===== config.mk =====
export PLATFORM = sky130hd
export DESIGN_NAME = tdm_demux1to8_flat
export DESIGN_NICKNAME = d
export VERILOG_FILES = /design/src/rtl/tdm_demux1to8_pkg.sv /design/src/rtl/tdm_demux1to8_if.sv /design/src/rtl/tdm_demux1to8_slot_cnt.sv /design/src/rtl/tdm_demux1to8.sv /design/src/flat_wrapper.sv
export SDC_FILE = /design/constraint.sdc
export NUM_CORES = 1
export LEC_CHECK = 0
export BUFFER_PORTS_ARGS = -buffer_cell sky130_fd_sc_hd__buf_2
export CORE_UTILIZATION = 44
export DETAILED_ROUTE_END_ITERATION = 8
export PLACE_DENSITY = 0.66
export SLEW_MARGIN = 20
export SYNTH_ARGS = -nofsm -noshare
export SYNTH_HDL_FRONTEND = slang
export SYNTH_SLANG_ARGS = --single-unit

===== constraint.sdc =====
create_clock -name clk -period 1.55 [get_ports clk]
set_input_delay 0.155 -clock clk [delete_from_list [all_inputs] [get_ports clk]]
set_output_delay 0.155 -clock clk [all_outputs]
set_load 0.005 [all_outputs]

===== src/rtl/tdm_demux1to8_pkg.sv =====
// Shared definitions for the 8-slot TDM receive path.
//   N_SLOTS : slots per frame (fixed at 8)
//   SEL_W   : slot index width
//   W       : bits per slot sample
//   state_e : receiver state (HUNT searching for sync, RUN aligned)
//   frame_t : one frame of slot samples, slot k at index k
package tdm_demux1to8_pkg;
  localparam int N_SLOTS = 8;
  localparam int SEL_W   = 3;
  localparam int W       = 1;

  typedef enum logic {HUNT = 1'b0, RUN = 1'b1} state_e;

  typedef logic [N_SLOTS-1:0][W-1:0] frame_t;
endpackage


===== src/rtl/tdm_demux1to8_if.sv =====
// Link-side and consumer-side signal bundle of the TDM demux.
//   en          : 1 = freeze the block (no capture)
//   sync        : frame marker, high with the slot-0 sample
//   d           : serial sample for the current slot
//   o           : last complete frame, slot k at o[k*W +: W]
//   frame_valid : 1-cycle pulse, o just updated
//   sync_err    : 1-cycle pulse, sync seen mid-frame
//   locked      : 1 while aligned (RUN)
//   slot        : slot index expected on next capture
// master = stimulus/consumer side, slave = the demux.
interface tdm_demux1to8_if;
  import tdm_demux1to8_pkg::*;

  logic                 en;
  logic                 sync;
  logic [W-1:0]         d;
  logic [N_SLOTS*W-1:0] o;
  logic                 frame_valid;
  logic                 sync_err;
  logic                 locked;
  logic [SEL_W-1:0]     slot;

  modport master (
    output en, sync, d,
    input  o, frame_valid, sync_err, locked, slot
  );

  modport slave (
    input  en, sync, d,
    output o, frame_valid, sync_err, locked, slot
  );
endinterface


===== src/rtl/tdm_demux1to8_slot_cnt.sv =====
// Slot index counter for the TDM demux.
//   clk, rst_n : clock, synchronous active-low reset (slot -> 0)
//   clr_to_1   : load 1 (slot 0 was just captured from a sync)
//   inc        : advance, wrapping 7 -> 0
//   hold       : freeze, overrides clr_to_1 and inc
//   slot       : current slot index
//   wrap       : slot is the last slot of the frame
module tdm_slot_cnt
  import tdm_demux1to8_pkg::*;
(
  input  logic             clk,
  input  logic             rst_n,
  input  logic             clr_to_1,
  input  logic             inc,
  input  logic             hold,
  output logic [SEL_W-1:0] slot,
  output logic             wrap
);
  logic [SEL_W-1:0] slot_q, slot_d;

  always_comb begin
    slot_d = slot_q;
    if (!hold) begin
      if (clr_to_1)  slot_d = SEL_W'(1);
      else if (inc)  slot_d = slot_q + 1'b1;  // natural overflow gives the 7 -> 0 wrap
    end
  end

  always_ff @(posedge clk) begin
    if (!rst_n) slot_q <= '0;
    else        slot_q <= slot_d;
  end

  assign slot = slot_q;
  assign wrap = (slot_q == SEL_W'(N_SLOTS - 1));
endmodule


===== src/rtl/tdm_demux1to8.sv =====
// Receive end of the 8-slot TDM link: one serial sample per clock is
// collected into a shadow frame; the edge that captures slot 7 publishes
// the whole frame on the registered parallel bus with a frame_valid pulse.
//   clk   : single clock, rising edge
//   rst_n : synchronous active-low reset, discards any partial frame
//   bus   : tdm_demux1to8_if.slave (en, sync, d in; o, frame_valid,
//           sync_err, locked, slot out), all outputs registered
module tdm_demux1to8
  import tdm_demux1to8_pkg::*;
(
  input  logic             clk,
  input  logic             rst_n,
  tdm_demux1to8_if.slave   bus
);
  state_e               state_q, state_d;
  frame_t               shadow_q, shadow_d;
  logic [N_SLOTS*W-1:0] o_q, o_d;
  logic                 fv_q, fv_d;
  logic                 se_q, se_d;
  logic                 clr, inc;
  logic [SEL_W-1:0]     slot;
  logic                 wrap;

  tdm_slot_cnt u_slot_cnt (
    .clk      (clk),
    .rst_n    (rst_n),
    .clr_to_1 (clr),
    .inc      (inc),
    .hold     (bus.en),
    .slot     (slot),
    .wrap     (wrap)
  );

  always_comb begin
    state_d  = state_q;
    shadow_d = shadow_q;
    o_d      = o_q;
    fv_d     = 1'b0;
    se_d     = 1'b0;
    clr      = 1'b0;
    inc      = 1'b0;
    if (!bus.en) begin
      unique case (state_q)
        HUNT: begin
          if (bus.sync) begin
            shadow_d[0] = bus.d;
            clr         = 1'b1;
            state_d     = RUN;
          end
        end
        RUN: begin
          if (bus.sync) begin
            // A sync away from slot 0 restarts the frame; the stale partial
            // frame is wiped so it can never leak into a published frame.
            clr = 1'b1;
            if (slot != '0) begin
              se_d     = 1'b1;
              shadow_d = '0;
            end
            shadow_d[0] = bus.d;
          end else begin
            shadow_d[slot] = bus.d;
            inc            = 1'b1;
            if (wrap) begin
              // Slot 7 goes straight to o; its shadow copy is not yet visible.
              o_d  = {bus.d, shadow_q[N_SLOTS-2:0]};
              fv_d = 1'b1;
            end
          end
        end
      endcase
    end
  end

  always_ff @(posedge clk) begin
    if (!rst_n) begin
      state_q  <= HUNT;
      shadow_q <= '0;
      o_q      <= '0;
      fv_q     <= 1'b0;
      se_q     <= 1'b0;
    end else begin
      state_q  <= state_d;
      shadow_q <= shadow_d;
      o_q      <= o_d;
      fv_q     <= fv_d;
      se_q     <= se_d;
    end
  end

  assign bus.o           = o_q;
  assign bus.frame_valid = fv_q;
  assign bus.sync_err    = se_q;
  assign bus.locked      = (state_q == RUN);
  assign bus.slot        = slot;
endmodule


===== src/flat_wrapper.sv =====
// flat-port wrapper written by rule: the top's interface ports become plain ports
module tdm_demux1to8_flat import tdm_demux1to8_pkg::*;
  (clk, rst_n, bus_en, bus_sync, bus_d, bus_o, bus_frame_valid, bus_sync_err, bus_locked, bus_slot);
  tdm_demux1to8_if bus_i ();
  input  logic clk;
  input  logic rst_n;
  input wire logic [$bits(bus_i.en)-1:0] bus_en;
  input wire logic [$bits(bus_i.sync)-1:0] bus_sync;
  input wire logic [$bits(bus_i.d)-1:0] bus_d;
  output wire logic [$bits(bus_i.o)-1:0] bus_o;
  output wire logic [$bits(bus_i.frame_valid)-1:0] bus_frame_valid;
  output wire logic [$bits(bus_i.sync_err)-1:0] bus_sync_err;
  output wire logic [$bits(bus_i.locked)-1:0] bus_locked;
  output wire logic [$bits(bus_i.slot)-1:0] bus_slot;
  assign bus_i.en = bus_en;
  assign bus_i.sync = bus_sync;
  assign bus_i.d = bus_d;
  assign bus_o = bus_i.o;
  assign bus_frame_valid = bus_i.frame_valid;
  assign bus_sync_err = bus_i.sync_err;
  assign bus_locked = bus_i.locked;
  assign bus_slot = bus_i.slot;
  tdm_demux1to8 u_core (.clk(clk), .rst_n(rst_n), .bus(bus_i));
endmodule

==> results.md, run 1 <==
- Status: finished, final reports clean
- Min-delay worst type: primary input to flop
- Setup TNS: 0 ns
- Syn-to-layout area delta: 16.6%
- RSZ-0062 raised after global routing: false
- Syn_area_per_cell: between 9 and 10 um^2
- Final Max Tran Viols: 0
- Worst setup EP type: flop
- DRC violations left: 0
- Worst Path Arrival: 1.60 ns
- Post-synthesis sequential area ratio: 0.422
- Minimum clock period: roughly 1.4 ns
- Post-Synth Adder-Cell Area: 0.0376
- Die Height: 49.6 um
- Clock Sinks: 21
- Final setup viols: 0
- Filler cells: ~220
- DR vias/cell: between 5 and 6
- Core Area: approximately 2000 um^2
- Final non-filler cell total: 152
- Post-Synth XOR/XNOR Area: 0
- Gr ovfl total: 0
- Placer Congestion: 0.767
- Largest family of logic cells by synthesized area: simple AND/OR/NAND/NOR gates
- Reg2reg path depth: 6
- Reg-to-reg endpoint: u_core.bus.o[0]$_SDFFE_PN0P_
- Number of diodes: 0
- Cells on Worst Hold Path: 2
- ANT nets after route: 0
- Layout Nets: 134
- Clock latency at the later pin of the worst-skew pair: 0.30 ns
- Cell count after placement: roughly 150
- Final Cycle Share: 0.899
- WL final: between 2000 and 2500 um
- Starting DRC count in detailed routing: 8
- Syn Std Cell Area: between 900 and 1000 um^2
- Die W: ~50 um
- Power density over cell area: approximately 770 nW/um^2
- H-tree levels: 1
- TritonCTS Buffers: 3
- Reg2reg setup slack: about 0.16 ns
- Worst path required time: ~1.8 ns
- Post-Synthesis Cells: 102
- First-pass GRT wire length: 3310 um
- Syn_nets: between 100 and 150
- Mux cell area share after synthesis: 0.130
- Critical path peak fanout: 6
- Worst Tran Pin Value: around 0.36 ns
- Setup crit start kind: flop
- Number of global-route vias before repair: roughly 730
- DR vias: between 800 and 900
- Routed WL per cell: 13.2 um
- Clk root buf: clkbuf_4
- Worst hold margin: between 0.1 and 0.15 ns
- P_leak: a little under 0.5 nW
- Synth cell types: 29
- Worst clock skew: between 0.004 and 0.005 ns
- Worst-path clk slew: roughly 0.11 ns
- Largest net degree at the start of global routing: 18
- Worst reg2reg startpoint: u_core.u_slot_cnt.slot[0]$_SDFFE_PN0P_
- Max-Cap Viols: 0
- Share of synthesized cell area in and, or, nand and nor gates: 0.211
- Synth Area in Compound Gates: 0.138
- Fin. Hold Viols: 0
- Yosys warns: 0
- Min-delay src: rst_n
- Critical path class: flop to flop
- CTS tree: yes
- All-layer global routing usage: 0.180
- Initial Util: 0.488
- DP HPWL: between 1000 and 1500 um
- Hold EP: u_core.u_slot_cnt.slot[0]$_SDFFE_PN0P_
- Fmax: 0.717 GHz
- IO Count: 19
- Die area: 2460 um^2
- # port buffers: 18
- Worst vdd ir: about 0.8 mV
- Rel. slew slack: 0.760
- Initial antenna violation count: 0
- Flop and latch count out of synthesis: 21
- DRT Pass-1 Iters: 4
- # rows: 16
- Layout cells sized above 1: 0.280
- CTS max path bufs: 2
- Postcts setup bufs: 0
==> through the flow <==
step                instance area (um^2)  setup WS [ns]  power (mW)  utilization
floorplan                            997          0.177       0.611            -
global placement                    1130          0.136       0.642        0.556
detailed placement                  1130         0.0905       0.643        0.556
CTS                                 1160         0.0629       0.903        0.569
global route                        1160         0.0242       0.940        0.569
finish                              1160          0.156       0.895        0.569
==> critical path: stages, from the launching register on <==
cell and delay, ns:
dfxtp_1 0.40, ha_1 0.16, ha_1 0.13, and4bb_1 0.20, buf_4 0.17, mux2i_1 0.19, nor2_1 0.05
==> sequential cells by signal, summed over array words and instances (netlist names) <==
register                cells
u_core.shadow_q             7
u_core.u_slot_cnt.slot      3
u_core.bus.locked           1
u_core.bus.frame_valid      1
u_core.bus.sync_err         1
u_core.bus.o                8
==> timing repair <==
| action | CTS | global route |
|---|---|---|
| endpoints found under the hold margin | 0 | 0 |
| resized for setup | 0 | 1 |
| hold buffers | 0 | 0 |
| endpoints found under the setup margin | 0 | 6 |
==> cell usage after synthesis, drive strengths merged <==
library cell  count  area share
clkinv            1      0.0038
nor4b             1       0.015
nor3b             3       0.038
a31oi             2       0.013
dfxtp            21        0.42
a2111oi           1       0.015
o311ai            2       0.018
and4bb            2       0.025
and3b             1      0.0088
nand2             3       0.011
o21bai            1      0.0075
inv               5       0.019
buf               6       0.039
a21oi             5       0.025
mux2i            13        0.13
nor2b             5       0.031
nand2b            1      0.0063
o311a             1       0.010
nand3b            2       0.015
o21ai             7       0.035
ha                3       0.038
nand4             2       0.013
and2              1      0.0063
a22oi             2       0.015
nor2             11       0.041
==> cells by family (layout without fill, tap and decap cells) <==
logic type | Yosys count | in the layout
AND/OR/NAND/NOR | 32 | 32
adder cells (fa/ha/maj) | 3 | 3
AO/OA/AOI/OAI | 21 | 21
buffers and inverters | 12 | 35
multiplexers | 13 | 13
flip-flops | 21 | 21
==> power breakdown <==
part / total, mW / switching, mW / internal, mW / leakage (nW)
combinational: 0.0791 / 0.0470 / 0.0321 / 0.312
sequential: 0.552 / 0.00673 / 0.546 / 0.170
clock: 0.263 / 0.163 / 0.100 / 0.0150
total: 0.895 / 0.216 / 0.678 / 0.497
==> metal layers <==
| layer | vias up | track usage | wire, um |
|---|---|---|---|
| li1 | 407 | - | - |
| met1 | 378 | 0.218 | 936 |
| met2 | 18 | 0.306 | 968 |
| met3 | 2 | 0.0648 | 88 |
| met4 | 0 | 0.0286 | 10 |
| met5 | - | 0 | 0 |
==> cell usage in the layout, fill, tap and decap left out <==
master	instances
a21oi_1	5
clkinv_1	1
buf_4	7
and4bb_1	1
ha_1	3
nand3b_1	2
nor2_1	11
nor3b_2	3
nand4_1	2
o21bai_1	1
and2_1	1
mux2i_1	13
nor2b_1	5
o21ai_0	6
dfxtp_2	1
o311ai_0	2
nand2_1	3
a22oi_1	2
o21ai_1	1
dfxtp_1	20
nand2b_1	1
buf_2	18
inv_1	5
o311a_1	1
a31oi_1	2
clkbuf_1	1
and4bb_2	1
nor4b_2	1
a2111oi_2	1
and3b_1	1
clkbuf_4	3
==> cell type report <==
| cell class | count | area [um^2] | share of cell area |
|---|---|---|---|
| Timing Repair Buffer | 25 | 143 | 0.123 |
| Clock buffer | 4 | 26.3 | 0.0226 |
| Multi-Input combinational cell | 69 | 515 | 0.443 |
| Sequential cell | 21 | 422 | 0.363 |
| Inverter | 6 | 22.5 | 0.0194 |
| Tap cell | 27 | 33.8 | 0.0291 |
==> worst max path at each step <==
stage,cells past startpoint,to,startpoint,slack [ns]
detailed placement,6,u_core.bus.o[0]$_SDFFE_PN0P_,u_core.u_slot_cnt.slot[1]$_SDFFE_PN0P_,0.09
global route,6,u_core.bus.o[0]$_SDFFE_PN0P_,u_core.u_slot_cnt.slot[0]$_SDFFE_PN0P_,0.02
finish,6,u_core.bus.o[0]$_SDFFE_PN0P_,u_core.u_slot_cnt.slot[0]$_SDFFE_PN0P_,0.16
global placement,6,u_core.bus.o[6]$_SDFFE_PN0P_,u_core.u_slot_cnt.slot[1]$_SDFFE_PN0P_,0.14
floorplan,6,u_core.shadow_q[4]$_SDFFE_PN0P_,u_core.u_slot_cnt.slot[0]$_SDFFE_PN0P_,0.18
CTS,6,u_core.bus.o[0]$_SDFFE_PN0P_,u_core.u_slot_cnt.slot[1]$_SDFFE_PN0P_,0.06
Power figures use the tool's default switching activity.
==> run 2, diff against run 1 <==
==> constraint.sdc (replaced) <==
create_clock -name clk -period 1.31 [get_ports clk]
set_input_delay 0.131 -clock clk [delete_from_list [all_inputs] [get_ports clk]]
set_output_delay 0.131 -clock clk [all_outputs]
set_load 0.005 [all_outputs]
==> run 2 against run 1 <==
- largest power group unchanged
- wire length grew 7.1%
- core utilization grew 4.8 points
- critical endpoint is now u_core.bus.o[7]$_SDFFE_PN0P_
- clock skew shrank 0.0020 ns
- clock-buffer cell count shrank 1
- total power grew 20%
- the run now ends with negative setup slack left
- largest cell class unchanged
==> results.md, run 2 (synthesis gave the netlist of run 1 again) <==
- Die Height: 49.6 um (unchanged)
- DR vias: 842 (+4.6%)
- Status: finished, violations left
- Number of global-route vias before repair: 813 (+11%)
- Worst vdd ir: 0.635 mV (-20%)
- Fmax: 0.735 GHz (+2.4%)
- Placer Congestion: 0.729 (-5.0%)
- Worst-path clk slew: 0.11 ns (about the same)
- Die W: 49.6 um (unchanged)
- Gr ovfl total: 0 (unchanged)
- Most common cell after layout, fill and taps aside: dfxtp_1
- Worst Tran Pin Value: 0.420 ns (+0.0603 ns)
- Area of the multi-input gates: 558 um^2 (+8.3%)
- Largest net degree at the start of global routing: 18 (unchanged)
- Worst setup EP type: flop
- RSZ-0062 raised after global routing: true
- Layout cells sized above 1: 0.385 (+0.105)
- Rel. slew slack: 0.720 (-0.0402)
- Final Cycle Share: 1.04 (+0.140)
- Critical path peak fanout: 9 (+3)
- # rows: 16 (unchanged)
- Worst clock skew: 0.00255 ns (-0.00202 ns)
- Worst Path Arrival: 1.56 ns (-0.04 ns)
- CTS max path bufs: 2 (unchanged)
- Core Area: 2040 um^2 (unchanged)
- Final Max Tran Viols: 0 (unchanged)
- # port buffers: 18 (unchanged)
- Total area of sequential cells: 423 um^2 (+0.30%)
- Clk root buf: clkbuf_4
- ANT nets after route: 0 (unchanged)
- DRT Pass-1 Iters: 4 (unchanged)
- Setup ws final: -0.0513 ns (-0.207 ns)
- DRC violations left: 0 (unchanged)
- Most frequent cells in the layout: 19 x dfxtp_1, 18 x buf_2, 13 x mux2i_1, 11 x nor2_1, 11 x buf_4
- Starting DRC count in detailed routing: 14 (+6)
- Power density over cell area: 851 nW/um^2 (+11%)
- Routed WL per cell: 13.7 um (+3.7%)
- DR vias/cell: 5.36 (+1.3%)
- Filler cells: 185 (-14%)
- All-layer global routing usage: 0.187 (+0.00735)
- Initial antenna violation count: 0 (unchanged)
- Initial Util: 0.488 (unchanged)
- Setup crit start kind: flop
- DP Area: 1170 um^2 (+3.2%)
- TritonCTS Buffers: 3 (unchanged)
- Critical path class: flop to flop
- Reg2reg setup slack: -0.05 ns (-0.21 ns)
- Cell count after placement: 151 (+2.0%)
- Min-delay worst type: primary input to flop
- Hold Buf Count CTS: 0 (unchanged)
- Failing checks: negative setup slack
- Max-Cap Viols: 0 (unchanged)
- Clock Sinks: 21 (unchanged)
- Final non-filler cell total: 157 (+3.3%)
- Fin. Hold Viols: 0 (unchanged)
- H-tree levels: 1 (unchanged)
- Final Core Density: 0.617 (+0.0478)
- CTS tree: yes
- Layout Nets: 139 (+3.7%)
- DP HPWL: 1510 um (+4.1%)
- Final setup viols: 8 (+8)
- IO Count: 19 (unchanged)
- Number of diodes: 0 (unchanged)
- Worst hold margin: 0.116 ns (-0.0120 ns)
- Largest register FFs: 8 (unchanged)
- Final Cell Area: 1260 um^2 (+8.4%)
- Minimum clock period: 1.36 ns (-0.0329 ns)
- Place WS: -0.0646 ns (-0.155 ns)
- First-pass GRT wire length: 3490 um (+5.6%)
- P_leak: 0.529 nW (+6.4%)
- Clock latency at the later pin of the worst-skew pair: 0.30 ns (about the same)
- Worst path required time: 1.51 ns (-0.25 ns)
- Syn-to-layout area delta: 26.3%
- WL final: 2150 um (+7.1%)
- Die area: 2460 um^2 (unchanged)
-- run 2: changes by cell type in the layout (fill, tap and decap cells not counted), moves of 2 or more --
cell / delta
o21ai_2: +3
o21ai_0: -5
buf_4: +4
inv_1: -2
o21ai_1: +2
-- run 2: stage by stage --
stage	power [mW]	TNS, ns
final	1.07	-0.341
after global placement	0.766	-0.00736
after detailed placement	0.768	-0.552
after floorplan	0.728	0
after global routing	1.14	-0.994
after CTS	1.09	-0.459
-- run 2: path summary, 6_finish.rpt --
path | cells past startpoint | endpoint | start
worst min-delay path | 3 | u_core.shadow_q[0]$_SDFFE_PN0P_ | bus_d
worst max-delay path | 6 | u_core.bus.o[7]$_SDFFE_PN0P_ | u_core.u_slot_cnt.slot[0]$_SDFFE_PN0P_
worst min register to register | 2 | u_core.shadow_q[0]$_SDFFE_PN0P_ | u_core.shadow_q[0]$_SDFFE_PN0P_
worst max register to register | 6 | u_core.bus.o[7]$_SDFFE_PN0P_ | u_core.u_slot_cnt.slot[0]$_SDFFE_PN0P_
-- run 2: final cells by class --
| class | instances | share of cell area |
|---|---|---|
| clock buffer | 3 | 0.0179 |
| clock inverter | 1 | 0.00397 |
| inverter | 6 | 0.0199 |
| multi-input combinational | 69 | 0.443 |
| sequential | 21 | 0.336 |
| tap | 27 | 0.0268 |
| timing repair buffer | 30 | 0.153 |
-- run 2: repair_timing --
| item | CTS | global route |
|---|---|---|
| setup endpoints to repair | 15 | 15 |
| resized for setup | 8 | 10 |
| setup buffers | 0 | 3 |
| pin swaps | 1 | 5 |
| cloned | 0 | 0 |
-- run 2: where the power goes --
| part | internal, mW | switching (mW) |
|---|---|---|
| logic | 0.0500 | 0.0684 |
| clock network | 0.114 | 0.187 |
| registers | 0.646 | 0.00628 |
-- run 2: worst max-delay path, stage by stage, from the launching register on --
cell and delay [ns]:
dfxtp_2 0.34, ha_1 0.19, ha_1 0.17, and4bb_1 0.21, buf_12 0.15, mux2i_1 0.14
nor2_1 0.05
-- run 2: routing by layer --
| metal | wire length (um) | GRT usage | share of wire |
|---|---|---|---|
| met1 | 904 | 0.211 | 0.42 |
| met2 | 1140 | 0.322 | 0.53 |
| met3 | 75 | 0.0648 | 0.035 |
| met4 | 22 | 0.0667 | 0.010 |
| met5 | 0 | 0 | 0 |
==> run 3, diff against run 2 <==
--- a/config.mk
+++ b/config.mk
@@ -6,9 +6,11 @@
 export NUM_CORES = 1
 export LEC_CHECK = 0
 export BUFFER_PORTS_ARGS = -buffer_cell sky130_fd_sc_hd__buf_2
-export CORE_UTILIZATION = 44
+export CELL_PAD_IN_SITES_DETAIL_PLACEMENT = 0
+export CELL_PAD_IN_SITES_GLOBAL_PLACEMENT = 1
+export CORE_UTILIZATION = 40
 export DETAILED_ROUTE_END_ITERATION = 8
-export PLACE_DENSITY = 0.66
+export PLACE_DENSITY_LB_ADDON = 0.1
 export SLEW_MARGIN = 20
 export SYNTH_ARGS = -nofsm -noshare
 export SYNTH_HDL_FRONTEND = slang
==> run 3 against run 2 <==
- the flow still finishes with violations (negative setup slack)
- wire length is 0.84% lower
- sequential share of layout area is 1.2 points higher
- flip-flop and latch count stayed put
- combinational power is 8% lower
- register-to-register slack worse by 0.02 ns
- critical endpoint is now u_core.bus.o[5]$_SDFFE_PN0P_
- largest power group unchanged
==> results.md, run 3 (synthesis gave the netlist of run 1 again) <==
- TritonCTS Buffers: 3 (unchanged)
- Largest register FFs: 8 (unchanged)
- Rel. slew slack: 0.741 (+0.0211)
- Setup ws final: -0.0694 ns (-0.0181 ns)
- CTS tree: yes
- Die area: 2700 um^2 (+9.6%)
- Minimum clock period: 1.38 ns (+0.0181 ns)
- Core Area: 2280 um^2 (+11%)
- Setup crit start kind: flop
- Worst setup EP type: flop
- PnR Total Power: 1.09 mW (+1.2%)
- Failing checks: negative setup slack
- CTS max path bufs: 2 (unchanged)
- IO Count: 19 (unchanged)
- Critical path peak fanout: 9 (unchanged)
- Hold Buf Count CTS: 0 (unchanged)
- Cells on Worst Hold Path: 2 (-1)
- Reg2reg setup slack: -0.07 ns (-0.02 ns)
- Routed WL per cell: 13.6 um (-0.84%)
- Most frequent cells in the layout: 19 x dfxtp_1, 18 x buf_2, 13 x mux2i_1, 11 x nor2_1, 10 x buf_4
- # port buffers: 18 (unchanged)
- Number of global-route vias before repair: 757 (-6.9%)
- Most common cell after layout, fill and taps aside: dfxtp_1
- DP HPWL: 1450 um (-3.9%)
- Initial antenna violation count: 0 (unchanged)
- Die W: 51.9 um (+4.7%)
- Layout cells sized above 1: 0.357 (-0.0280)
- Worst Path Arrival: 1.59 ns (+0.03 ns)
- DR vias/cell: 5.18 (-3.3%)
- Final Cycle Share: 1.05 (+0.0138)
- Die Height: 51.9 um (+4.7%)
- Reg2reg path depth: 6 (unchanged)
- H-tree levels: 1 (unchanged)
- Layout Nets: 138 (-0.72%)
- Worst vdd ir: 0.671 mV (+5.6%)
- Worst path required time: 1.52 ns (about the same)
- Power density over cell area: 892 nW/um^2 (+4.9%)
- Final Core Density: 0.534 (-0.0827)
- All-layer global routing usage: 0.188 (+0.00145)
- Fmax: 0.725 GHz (-1.3%)
- Clock Sinks: 21 (unchanged)
- Power Internal: 0.808 mW (-0.25%)
- Starting DRC count in detailed routing: 9 (-5)
- Final Max Tran Viols: 0 (unchanged)
- Initial Util: 0.438 (-0.0502)
- Clk root buf: clkbuf_4
- Reg-to-reg endpoint: u_core.bus.o[5]$_SDFFE_PN0P_
- DRC violations left: 0 (unchanged)
- Clock share of power: 0.298 (+0.017)
- CP startpoint: u_core.u_slot_cnt.slot[0]$_SDFFE_PN0P_
- Gr ovfl total: 0 (unchanged)
- Worst hold margin: 0.0831 ns (-0.0324 ns)
- Gate power share: 0.101 (-0.009)
- Hold EP: u_core.u_slot_cnt.slot[0]$_SDFFE_PN0P_
- Largest net degree at the start of global routing: 18 (unchanged)
- Net Switching: 0.277 mW (+5.8%)
- Final setup viols: 8 (unchanged)
- Worst clock skew: 0.00888 ns (+0.00633 ns)
- Setup TNS: -0.437 ns (-0.0961 ns)
- Max-Cap Viols: 0 (unchanged)
- Worst reg2reg startpoint: u_core.u_slot_cnt.slot[0]$_SDFFE_PN0P_
- Syn-to-layout area delta: 22.0%
- Critical path class: flop to flop
- First-pass GRT wire length: 3660 um (+4.9%)
- DRT Pass-1 Iters: 2 (-2)
- Clock latency at the later pin of the worst-skew pair: 0.31 ns (about the same)
- # rows: 17 (+1)
- Flop pwr share: 0.601 (-0.008)
- Min-delay worst type: primary input to flop
- Placer Congestion: 0.740 (+1.5%)
- Number of diodes: 0 (unchanged)
- Min-delay src: rst_n
- Worst Tran Pin Value: 0.389 ns (-0.0316 ns)
- Status: finished, violations left
- P_leak: 0.519 nW (-1.9%)
- ANT nets after route: 0 (unchanged)
- WL final: 2130 um (-0.84%)
- RSZ-0062 raised after global routing: true
- Worst-path clk slew: 0.13 ns (+0.02 ns)
- Fin. Hold Viols: 0 (unchanged)
- DR vias: 814 (-3.3%)
- Switching share of power: 0.255 (+0.0111)
## run 3: cell count changes in the layout (fill, tap and decap cells not counted)
| cell | before | now |
|---|---|---|
| o21ai_1 | 3 | 6 |
| o21ai_2 | 3 | 1 |
| buf_4 | 11 | 10 |
| ha_2 | 0 | 1 |
| ha_4 | 1 | 0 |
| inv_2 | 1 | 2 |
| inv_4 | 1 | 0 |
| o21ai_0 | 1 | 0 |
| o311ai_0 | 1 | 2 |
| o311ai_4 | 1 | 0 |
## run 3: how the worst max path moves through the flow
stage	to	depth (start not counted)
3_5_place_dp	u_core.bus.o[2]$_SDFFE_PN0P_	6
3_3_place_gp	u_core.shadow_q[4]$_SDFFE_PN0P_	6
6_report	u_core.bus.o[5]$_SDFFE_PN0P_	6
5_1_grt	u_core.bus.o[7]$_SDFFE_PN0P_	6
2_1_floorplan	u_core.bus.o[7]$_SDFFE_PN0P_	6
4_1_cts	u_core.bus.o[5]$_SDFFE_PN0P_	6
## run 3: layout make-up
| class | count | area [um^2] |
|---|---|---|
| Clock buffer | 3 | 22.5 |
| Sequential cell | 21 | 423 |
| Tap cell | 28 | 35.0 |
| Multi-Input combinational cell | 69 | 523 |
| Fill cell | 202 | 1060 |
| Clock inverter | 1 | 5.00 |
| Timing Repair Buffer | 29 | 185 |
| Inverter | 6 | 22.5 |
## run 3: power by group through the flow
stage               Combinational (mW)  Sequential (mW)  Clock, mW
global placement                 0.104            0.666          0
global route                     0.122            0.654      0.365
CTS                              0.105            0.653      0.339
finish                           0.109            0.653      0.323
floorplan                       0.0603            0.667          0
detailed placement               0.102            0.667          0
## run 3: per-layer routing
metal | global-route usage | vias to the layer above | share of wire
met5 | 0 | - | 0
met4 | 0.0541 | 0 | 0.0066
met3 | 0.0614 | 2 | 0.040
met2 | 0.280 | 16 | 0.42
met1 | 0.257 | 381 | 0.53
li1 | - | 415 | -
## run 3: per-stage QoR
step	worst slack, ns	instances	cell area [um^2]
final	-0.0694	157	1220
after global routing	-0.153	157	1220
after CTS	-0.0652	156	1200
after detailed placement	-0.0449	152	1170
after global placement	-0.00758	152	1170
after floorplan	0.00728	102	1010
## run 3: critical path, cell delays in order, from the launching register on
cell and delay [ns]:
dfxtp_2 0.34, ha_1 0.18, ha_1 0.17, and4bb_1 0.21, buf_12 0.15, mux2i_1 0.15, nor2_1 0.06
## run 3: repair_timing
action                                  CTS  global route
resized for setup                         6             6
pin swaps                                 1             7
endpoints found under the setup margin   14            15
buffers inserted                          0             1
endpoints found under the hold margin     0             0
